===== src/rtl/barrel_unrotate_pipe.sv =====
// Four-stage inverse barrel rotator: undoes an upstream rotate of a 16-bit word,
// one amount bit per stage, with a valid/ready chain that lets bubbles compress.
module barrel_unrotate_pipe (
  input  logic        clk,
  input  logic        reset,
  input  logic        in_valid,
  output logic        in_ready,
  input  logic [15:0] in_num,
  input  logic [3:0]  in_amt,
  input  logic        in_lr,
  output logic        out_valid,
  input  logic        out_ready,
  output logic [15:0] out_num,
  output logic        busy
);
  localparam int DATA_W = 16;

  // lr=1 means the word was rotated right upstream, so undo it with a left rotate.
  function automatic logic [DATA_W-1:0] unrot_step(input logic [DATA_W-1:0] d,
                                                   input logic en, input logic lr,
                                                   input int sh);
    if (!en)
      return d;
    else if (lr)
      return (d << sh) | (d >> (DATA_W - sh));
    else
      return (d >> sh) | (d << (DATA_W - sh));
  endfunction

  logic              vld_p1, vld_p2, vld_p3, vld_p4;
  logic [DATA_W-1:0] data_p1, data_p2, data_p3, data_p4;
  logic [2:0]        amt_p1;
  logic [1:0]        amt_p2;
  logic              amt_p3;
  logic              dir_p1, dir_p2, dir_p3;
  logic              adv1, adv2, adv3, adv4;

  assign adv4      = out_ready | ~vld_p4;
  assign adv3      = adv4 | ~vld_p3;
  assign adv2      = adv3 | ~vld_p2;
  assign adv1      = adv2 | ~vld_p1;
  assign in_ready  = adv1 & ~reset;
  assign out_valid = vld_p4;
  assign out_num   = data_p4;
  assign busy      = vld_p1 | vld_p2 | vld_p3 | vld_p4;

  always_ff @(posedge clk) begin
    if (reset) begin
      vld_p1  <= 1'b0;
      vld_p2  <= 1'b0;
      vld_p3  <= 1'b0;
      vld_p4  <= 1'b0;
      data_p1 <= '0;
      data_p2 <= '0;
      data_p3 <= '0;
      data_p4 <= '0;
    end else begin
      // stage 1: rotate by 1
      if (adv1) begin
        vld_p1  <= in_valid & in_ready;
        data_p1 <= unrot_step(in_num, in_amt[0], in_lr, 1);
      end
      // stage 2: rotate by 2
      if (adv2) begin
        vld_p2  <= vld_p1;
        data_p2 <= unrot_step(data_p1, amt_p1[0], dir_p1, 2);
      end
      // stage 3: rotate by 4
      if (adv3) begin
        vld_p3  <= vld_p2;
        data_p3 <= unrot_step(data_p2, amt_p2[0], dir_p2, 4);
      end
      // stage 4: rotate by 8
      if (adv4) begin
        vld_p4  <= vld_p3;
        data_p4 <= unrot_step(data_p3, amt_p3, dir_p3, 8);
      end
    end
  end

  // Remaining amount bits and direction need no reset: they only matter alongside a valid bit.
  always_ff @(posedge clk) begin
    if (adv1) begin
      amt_p1 <= in_amt[3:1];
      dir_p1 <= in_lr;
    end
    if (adv2) begin
      amt_p2 <= amt_p1[2:1];
      dir_p2 <= dir_p1;
    end
    if (adv3) begin
      amt_p3 <= amt_p2[1];
      dir_p3 <= dir_p2;
    end
  end

endmodule


===== config.mk =====
export PLATFORM = sky130hd
export DESIGN_NAME = barrel_unrotate_pipe
export DESIGN_NICKNAME = d
export VERILOG_FILES = /design/src/rtl/barrel_unrotate_pipe.sv
export SDC_FILE = /design/constraint.sdc
export NUM_CORES = 1
export LEC_CHECK = 0
export ABC_AREA = 1
export ABC_CLOCK_PERIOD_IN_PS = 1350
export BUFFER_PORTS_ARGS = -buffer_cell sky130_fd_sc_hd__buf_2
export CAP_MARGIN = 0
export CORE_MARGIN = 3
export CORE_UTILIZATION = 40
export CTS_BUF_LIST = sky130_fd_sc_hd__clkbuf_8
export CTS_CLUSTER_DIAMETER = 150
export DETAILED_ROUTE_END_ITERATION = 8
export GPL_ROUTABILITY_DRIVEN = 0
export PLACE_DENSITY = 0.56
export SYNTH_ARGS = -nofsm -noshare
export SYNTH_HDL_FRONTEND = slang
export SYNTH_SLANG_ARGS = --single-unit

===== constraint.sdc =====
create_clock -name clk -period 1.35 [get_ports clk]
set_input_delay 0 -clock clk [delete_from_list [all_inputs] [get_ports clk]]
set_output_delay 0 -clock clk [all_outputs]
set_load 0.03 [all_outputs]

==> run_summary.xml, run 1 <==
<?xml version="1.0" encoding="UTF-8"?>
<metrics>
  <group name="clock_network">
    <metric name="total_clock_sinks" unit="">76</metric>
    <metric name="cts_inserted_buffers" unit="">9</metric>
    <metric name="ctsRootBufferMaster" unit="">clkbuf_8</metric>
    <metric name="clk_transition_reported_paths" unit="ps">80</metric>
    <metric name="htree_levels" unit="">3</metric>
    <metric name="tritoncts_clock_tree" unit="">yes</metric>
    <metric name="clk_latency" unit="ps">350</metric>
    <metric name="clk_path_buf_depth" unit="">2</metric>
  </group>
  <group name="flow_run">
    <metric name="max-cap-violations" unit="">0</metric>
  </group>
  <group name="finish">
    <metric name="layout.cells.most_common" unit="">nand2_1</metric>
    <metric name="final_cell_mix" unit="">nand2_1, o21ai_0, dfxtp_1</metric>
    <metric name="final_layout_size_suffix_gt1_share" unit="%">14.4</metric>
    <metric name="insertedDiodeCount" unit="">0</metric>
    <metric name="finish.instance_area" unit="mm²">0.00462</metric>
    <metric name="nets_finish" unit="">658</metric>
    <metric name="area_growth_syn_to_layout" unit="%">18.7</metric>
  </group>
  <group name="synthesis">
    <metric name="syn-instance-count" unit="">591</metric>
    <metric name="syn_nets" unit="">616</metric>
    <metric name="synth.cell_area" unit="mm²">0.00389</metric>
    <metric name="yosysUniqueCellTypes" unit="">22</metric>
    <metric name="avgSynthCellArea" unit="µm²">6.59</metric>
    <metric name="ys_ff_latch" unit="">76</metric>
    <metric name="synth_largest_type_area_fraction" unit="%">35.0</metric>
    <metric name="cell_type_with_the_highest_aggregate_area_in_the_netlist" unit="">dfxtp_1</metric>
    <metric name="yosys-top-cells-area" unit="">dfxtp_1, nand2_1, o21ai_0, nand3_1, edfxtp_1</metric>
    <metric name="synth_sequential_area_ratio" unit="%">41.1</metric>
    <metric name="ys_warn_count" unit="">0</metric>
  </group>
  <group name="global_routing">
    <metric name="initial_antenna_violation_count" unit="">0</metric>
    <metric name="wire_length_of_the_first_global_routing_pass" unit="µm">16300</metric>
    <metric name="via_count_of_the_first_global_routing_pass" unit="">3543</metric>
    <metric name="overflow" unit="">0</metric>
    <metric name="globalRouteTotalUtil" unit="%">17.9</metric>
    <metric name="grt_start_max_net_pins" unit="">52</metric>
  </group>
  <group name="sta">
    <metric name="timing.final.setup_violations" unit="">0</metric>
    <metric name="clock-skew-final" unit="ps">9.42</metric>
    <metric name="maxSlewViolCount" unit="">0</metric>
    <metric name="count_of_endpoints_failing_hold_in_the_final_timing_report" unit="">0</metric>
    <metric name="final_worst_path_cycle_share" unit="%">95.9</metric>
    <metric name="max_slew.worst_pin.slew" unit="ps">484</metric>
    <metric name="layout_min_cycle_time" unit="ps">1290</metric>
    <metric name="grt_setup_unrepaired" unit="">yes</metric>
    <metric name="max-slew-margin-rel" unit="%">67.7</metric>
    <metric name="fmaxAchievable" unit="MHz">773</metric>
  </group>
  <group name="setup_path">
    <metric name="critPathRequiredTime" unit="ps">1350</metric>
    <metric name="worstPathCellList" unit="">inv_4, nor2_4, nand4_4, inv_4, nor2_2, buf_6</metric>
    <metric name="crit_path_start_kind" unit="">flop</metric>
    <metric name="slowest_cell_delay_on_critical_path" unit="ps">380</metric>
    <metric name="worstSetupEndpointType" unit="">output pin</metric>
    <metric name="crit_type" unit="">reg2out</metric>
    <metric name="worstRegToRegCells" unit="">7</metric>
    <metric name="critical-path-slowest-cell" unit="">dfxtp_4</metric>
    <metric name="timing.critical_path.mode_cell" unit="">inv_4</metric>
    <metric name="worst-path-max-fanout" unit="">4</metric>
    <metric name="worstPathArrival" unit="ps">1290</metric>
  </group>
  <group name="pwr">
    <metric name="vdd.ir_drop.worst" unit="mV">0.560</metric>
    <metric name="cellPowerDensity" unit="mW/mm²">1110</metric>
    <metric name="power.leakage" unit="nW">2.13</metric>
    <metric name="report.power.total" unit="mW">5.15</metric>
  </group>
  <group name="floorplanning">
    <metric name="die_width" unit="µm">105</metric>
    <metric name="initial_utilization" unit="%">41.5</metric>
    <metric name="core_area" unit="mm²">0.00937</metric>
    <metric name="die_height" unit="µm">105</metric>
    <metric name="die-area" unit="mm²">0.0110</metric>
    <metric name="design.portCount" unit="">44</metric>
    <metric name="std_cell_rows" unit="">35</metric>
  </group>
  <group name="drt">
    <metric name="detail_route.drc_violations" unit="">0</metric>
    <metric name="drtAntennaViolNets" unit="">0</metric>
    <metric name="post_drt_wl_per_cell" unit="µm">12.2</metric>
    <metric name="avgViaCountPerCell" unit="">4.95</metric>
    <metric name="drtIter0Drc" unit="">170</metric>
    <metric name="drt-pass1-iter-count" unit="">4</metric>
    <metric name="routed_wl" unit="µm">9330</metric>
    <metric name="routed-via-count" unit="">3799</metric>
  </group>
  <group name="placed_design">
    <metric name="portBuffers" unit="">43</metric>
    <metric name="dpl.hpwl" unit="µm">6710</metric>
    <metric name="placedInstanceArea" unit="mm²">0.00425</metric>
  </group>
  <group name="outcome">
    <metric name="outcome" unit="">completed</metric>
  </group>
  <group name="worst_hold_path">
    <metric name="hp-class" unit="">in2reg</metric>
    <metric name="hold_depth" unit="">5</metric>
  </group>
</metrics>
-- cells by family (layout without fill, tap and decap cells) --
family | Yosys count | after routing | synth area share [%]
flops | 76 | 76 | 41.1
simple gates | 298 | 298 | 31.8
compound gates | 115 | 115 | 15.8
buf+inv | 102 | 149 | 11.2
-- worst max-delay path: cells and delay by family (launching register included) --
family | cells | cell delay, ps
buffers and inverters | 3 | 280
and+or+nand+nor | 3 | 280
DFF | 1 | 380
-- worst paths after layout --
kind | slack, ps | startpoint | to
setup / recovery | 60 | out_valid | in_ready
hold / removal | 5 | in_num[11] | data_p1[11]
setup reg to reg | 100 | out_valid | data_p1[5]
hold reg to reg | 440 | amt_p1[2] | amt_p2[1]
-- metrics by stage --
step                hold WS [ps]  setup TNS (ps)  util [%]  setup WS [ps]  instances
global placement             184               0      45.4            155        739
CTS                        0.230           -37.3      48.9          -37.3        763
floorplan                   98.9               0         -            117        591
detailed placement           185               0      45.4            122        739
global route                35.0           -54.9      49.3          -31.4        767
finish                      5.30               0      49.3           55.6        767
-- cell type report --
cell class              instances  area (µm²)
inverters                      61         234
clock inverters                 7        98.8
well taps                     129         161
repair buffers                 72         526
clock buffers                   9         124
flip-flops and latches         76        1610
multi-input cells             413        1870
fillers                      1025        4750
-- where the power goes --
| part | switching (mW) | internal, mW | total, mW |
|---|---|---|---|
| registers | 0.0863 | 2.41 | 2.50 |
| logic | 0.464 | 0.268 | 0.732 |
| clock network | 0.872 | 1.05 | 1.92 |
| total | 1.42 | 3.73 | 5.15 |
-- layer usage --
metal  global-route usage (%)  vias up  routed length, µm
met5                        0        -                  0
li1                         -     2000                  -
met4                     6.56        0                135
met1                     21.6     1720               4240
met3                     2.90       11                270
met2                     32.1       68               4680
-- what timing repair did --
action,CTS,global route
endpoints found under the hold margin,7,0
pin swaps,0,1
resized for setup,7,5
hold buffers,7,0
setup endpoints to repair,2,5
buffers inserted,1,4
-- flip-flops by register name (all words and copies together) (netlist names), 2 cells and up --
name     cells
data_p1     16
data_p3     16
data_p2     16
out_num     16
amt_p2       2
amt_p1       3
-- cell usage after synthesis --
| master | number |
|---|---|
| a21oi_1 | 16 |
| edfxtp_1 | 8 |
| nand3_4 | 1 |
| nand3_1 | 64 |
| o21ai_1 | 1 |
| o21ai_0 | 66 |
| nor2_1 | 41 |
| inv_2 | 2 |
| buf_6 | 3 |
| dfxtp_1 | 68 |
| a31oi_1 | 32 |
| clkbuf_1 | 17 |
| buf_1 | 2 |
| nor2_2 | 1 |
| nand2_1 | 187 |
| nand4_1 | 1 |
| buf_4 | 3 |
| nor2_4 | 1 |
| inv_1 | 59 |
| nand4_2 | 1 |
| nand3_2 | 1 |
| buf_2 | 16 |
No activity file was read; power rests on OpenSTA's default activity.
==> run 2, diff against run 1 <==
--- a/config.mk
+++ b/config.mk
@@ -5,7 +5,6 @@
 export SDC_FILE = /design/constraint.sdc
 export NUM_CORES = 1
 export LEC_CHECK = 0
-export ABC_AREA = 1
 export ABC_CLOCK_PERIOD_IN_PS = 1350
 export BUFFER_PORTS_ARGS = -buffer_cell sky130_fd_sc_hd__buf_2
 export CAP_MARGIN = 0
@@ -15,7 +14,7 @@
 export CTS_CLUSTER_DIAMETER = 150
 export DETAILED_ROUTE_END_ITERATION = 8
 export GPL_ROUTABILITY_DRIVEN = 0
-export PLACE_DENSITY = 0.56
+export PLACE_DENSITY = 0.57
 export SYNTH_ARGS = -nofsm -noshare
 export SYNTH_HDL_FRONTEND = slang
 export SYNTH_SLANG_ARGS = --single-unit
==> constraint.sdc (replaced) <==
create_clock -name clk -period 1.35 [get_ports clk]
set_input_delay 0.2025 -clock clk [delete_from_list [all_inputs] [get_ports clk]]
set_output_delay 0.2025 -clock clk [all_outputs]
set_load 0.03 [all_outputs]
==> run 2 against run 1 <==
The run now ends with negative setup slack left. Clock-buffer cell count unchanged. Sequential share of layout area increased by 2.5 points. Sequential cell count did not move. Power increased by 1.1%. Via count is 27% lower. First-iteration DRC count shrank 31%. Combinational power increased by 0.8%. Largest cell class unchanged. Highest routed layer unchanged.
==> run_summary.xml, run 2 <==
<?xml version="1.0" encoding="UTF-8"?>
<metrics>
  <group name="outcome">
    <metric name="outcome" unit="">finished with violations</metric>
    <metric name="violations" unit="">negative setup slack</metric>
  </group>
  <group name="pwr">
    <metric name="vdd.ir_drop.worst" unit="mV">0.736</metric>
    <metric name="power.internal" unit="mW">3.83</metric>
    <metric name="share_clk_of_total_power" unit="%">36.6</metric>
    <metric name="netSwitchingPower" unit="mW">1.37</metric>
    <metric name="power.share.sequential" unit="%">49.3</metric>
    <metric name="cellPowerDensity" unit="mW/mm²">1200</metric>
    <metric name="report.power.total" unit="mW">5.21</metric>
    <metric name="power.leakage" unit="nW">2.01</metric>
    <metric name="power.share.switching" unit="%">26.4</metric>
    <metric name="share_comb_of_total_power" unit="%">14.2</metric>
  </group>
  <group name="synthesis">
    <metric name="yosysUniqueCellTypes" unit="">23</metric>
    <metric name="syn-instance-count" unit="">366</metric>
    <metric name="cell_type_with_the_highest_aggregate_area_in_the_netlist" unit="">dfxtp_1</metric>
    <metric name="post_synth_most_frequent_cells" unit="">dfxtp_1, nor2_1, mux2i_1</metric>
    <metric name="ys_async_sr_fraction" unit="%">0</metric>
    <metric name="synth_flop_cell" unit="">dfxtp_1</metric>
    <metric name="synth.cell_area" unit="mm²">0.00355</metric>
    <metric name="ys_ff_latch" unit="">76</metric>
    <metric name="ys_warn_count" unit="">0</metric>
    <metric name="yosys-top-cells-area" unit="">dfxtp_1, mux2i_1, a22o_1, a21oi_1, nor2_1</metric>
    <metric name="syn_nets" unit="">391</metric>
    <metric name="synth_enable_flop_cells" unit="">8</metric>
    <metric name="synth_sequential_area_ratio" unit="%">45.1</metric>
    <metric name="synth_most_common_cell" unit="">dfxtp_1</metric>
    <metric name="synth_largest_type_area_fraction" unit="%">38.3</metric>
    <metric name="avgSynthCellArea" unit="µm²">9.71</metric>
  </group>
  <group name="clock_network">
    <metric name="clk_transition_reported_paths" unit="ps">80</metric>
    <metric name="clk_path_buf_depth" unit="">2</metric>
    <metric name="htree_levels" unit="">3</metric>
    <metric name="total_clock_sinks" unit="">76</metric>
    <metric name="cts_inserted_buffers" unit="">9</metric>
    <metric name="clk_latency" unit="ps">350</metric>
    <metric name="ctsRootBufferMaster" unit="">clkbuf_8</metric>
    <metric name="tritoncts_clock_tree" unit="">yes</metric>
  </group>
  <group name="finish">
    <metric name="layout.cells.most_common" unit="">nor2_1</metric>
    <metric name="insertedDiodeCount" unit="">0</metric>
    <metric name="final.fill_count" unit="">787</metric>
    <metric name="final_cell_mix" unit="">nor2_1, dfxtp_1, mux2i_1</metric>
    <metric name="area_growth_syn_to_layout" unit="%">21.6</metric>
    <metric name="nets_finish" unit="">437</metric>
    <metric name="final_layout_size_suffix_gt1_share" unit="%">22.5</metric>
  </group>
  <group name="global_routing">
    <metric name="grt_start_max_net_pins" unit="">33</metric>
    <metric name="overflow" unit="">0</metric>
    <metric name="via_count_of_the_first_global_routing_pass" unit="">2583</metric>
    <metric name="initial_antenna_violation_count" unit="">0</metric>
    <metric name="wire_length_of_the_first_global_routing_pass" unit="µm">12400</metric>
    <metric name="globalRouteTotalUtil" unit="%">15.2</metric>
  </group>
  <group name="setup_path">
    <metric name="timing.critical_path.mode_cell" unit="">buf_6</metric>
    <metric name="worstSetupPathDepth" unit="">3</metric>
    <metric name="worstPathArrival" unit="ps">1490</metric>
    <metric name="worstRegToRegCells" unit="">3</metric>
    <metric name="critical-path-top-delay-family" unit="">simple AND/OR/NAND/NOR gates</metric>
    <metric name="reg2reg_setup_slack" unit="ps">-90</metric>
    <metric name="crit_type" unit="">reg2out</metric>
    <metric name="worstSetupEndpointType" unit="">output pin</metric>
    <metric name="critical_path.reg2reg.endpoint" unit="">data_p3[14]</metric>
    <metric name="worst-path-max-fanout" unit="">5</metric>
    <metric name="reg_to_reg_startpoint" unit="">out_valid</metric>
    <metric name="crit_path_start_kind" unit="">flop</metric>
    <metric name="critPathRequiredTime" unit="ps">1150</metric>
    <metric name="slowest_cell_delay_on_critical_path" unit="ps">510</metric>
    <metric name="cp.buffers_inverters" unit="">2</metric>
    <metric name="critical-path-slowest-cell" unit="">or4_4</metric>
    <metric name="worstPathCellList" unit="">buf_6, or4_4, buf_6</metric>
  </group>
  <group name="sta">
    <metric name="timing.final.setup_violations" unit="">18</metric>
    <metric name="grt_setup_unrepaired" unit="">yes</metric>
    <metric name="clock-skew-final" unit="ps">11.8</metric>
    <metric name="layout_min_cycle_time" unit="ps">1690</metric>
    <metric name="max_slew.worst_pin.slew" unit="ps">702</metric>
    <metric name="count_of_endpoints_failing_hold_in_the_final_timing_report" unit="">0</metric>
    <metric name="final_worst_path_cycle_share" unit="%">125</metric>
    <metric name="postLayoutSetupSlackWorst" unit="ps">-343</metric>
    <metric name="max-slew-margin-rel" unit="%">53.2</metric>
    <metric name="fmaxAchievable" unit="MHz">591</metric>
    <metric name="hold-worst-slack" unit="ps">26.6</metric>
    <metric name="maxSlewViolCount" unit="">0</metric>
  </group>
  <group name="worst_hold_path">
    <metric name="hold-path-endpoint" unit="">amt_p1[1]</metric>
    <metric name="hold_depth" unit="">1</metric>
    <metric name="hold_path.startpoint" unit="">in_amt[2]</metric>
    <metric name="hp-class" unit="">in2reg</metric>
  </group>
  <group name="drt">
    <metric name="post_drt_wl_per_cell" unit="µm">14.0</metric>
    <metric name="avgViaCountPerCell" unit="">5.28</metric>
    <metric name="drtIter0Drc" unit="">117</metric>
    <metric name="routed_wl" unit="µm">7300</metric>
    <metric name="routed-via-count" unit="">2758</metric>
    <metric name="detail_route.drc_violations" unit="">0</metric>
    <metric name="drtAntennaViolNets" unit="">0</metric>
    <metric name="drt-pass1-iter-count" unit="">4</metric>
  </group>
  <group name="placed_design">
    <metric name="portBuffers" unit="">43</metric>
    <metric name="dpl.hpwl" unit="µm">5300</metric>
    <metric name="placement.setup.worst_slack" unit="ps">-285</metric>
  </group>
  <group name="floorplanning">
    <metric name="die_height" unit="µm">100</metric>
    <metric name="std_cell_rows" unit="">33</metric>
    <metric name="die_width" unit="µm">100</metric>
    <metric name="design.portCount" unit="">44</metric>
    <metric name="die-area" unit="mm²">0.0101</metric>
    <metric name="initial_utilization" unit="%">42.2</metric>
    <metric name="core_area" unit="mm²">0.00842</metric>
  </group>
  <group name="flow_run">
    <metric name="max-cap-violations" unit="">0</metric>
  </group>
</metrics>
[run 2: layout make-up]
cell class                      count  area [µm²]  share of cell area [%]
Inverter                            3        11.3                   0.260
Tap cell                          105         131                    3.04
Timing Repair Buffer               65         517                    12.0
Clock buffer                        9         124                    2.86
Sequential cell                    76        1610                    37.2
Multi-Input combinational cell    257        1830                    42.3
Clock inverter                      7         101                    2.34
[run 2: worst register-to-register path: stages (launching register included)]
cell and delay [ps]:
dfxtp_4 360, and2b_2 230, a21oi_2 560, a22o_1 250
[run 2: kinds of logic after synthesis]
kind of cell / share of synthesized area [%]
AO/OA/AOI/OAI: 23.1
flip-flops: 45.1
buffers and inverters: 4.22
AND/OR/NAND/NOR: 9.61
multiplexers: 18.0
[run 2: how the worst max path moves through the flow]
stage,start,endpoint,slack (ps)
final,vld_p3,busy,-340
after global routing,out_valid,busy,-390
after CTS,vld_p2,busy,-360
after detailed placement,out_ready,data_p2[1],-280
after global placement,out_ready,data_p2[1],-240
after floorplan,dir_p1,data_p2[0],0.5
[run 2: metal layers]
| metal | part of all wire [%] | vias up | GRT usage, % |
|---|---|---|---|
| met5 | 0 | - | 0 |
| met4 | 1.1 | 0 | 4.66 |
| met3 | 3.3 | 6 | 4.03 |
| met2 | 46 | 37 | 23.9 |
| met1 | 50 | 1273 | 20.6 |
| li1 | - | 1442 | - |
[run 2: stage by stage]
stage	setup TNS, ps	utilization, %	cell area [µm²]	std cells
CTS	-1220	50.8	4280	520
global route	-2930	51.3	4320	522
global placement	-3750	47.8	4020	503
floorplan	0	-	3570	366
finish	-1560	51.3	4320	522
detailed placement	-4200	47.8	4020	503
[run 2: power groups by stage]
stage | combinational, mW | clock, mW | sequential (mW)
floorplan | 0.472 | 0 | 2.64
global placement | 0.713 | 0 | 2.62
detailed placement | 0.722 | 0 | 2.62
CTS | 0.737 | 1.96 | 2.57
global route | 0.822 | 2.04 | 2.59
finish | 0.738 | 1.90 | 2.57
[run 2: repair_timing]
action,in CTS,in global routing
endpoints found under the setup margin,34,44
resized for setup,8,7
pin swaps,1,1
setup buffers,1,2
hold buffers,0,0
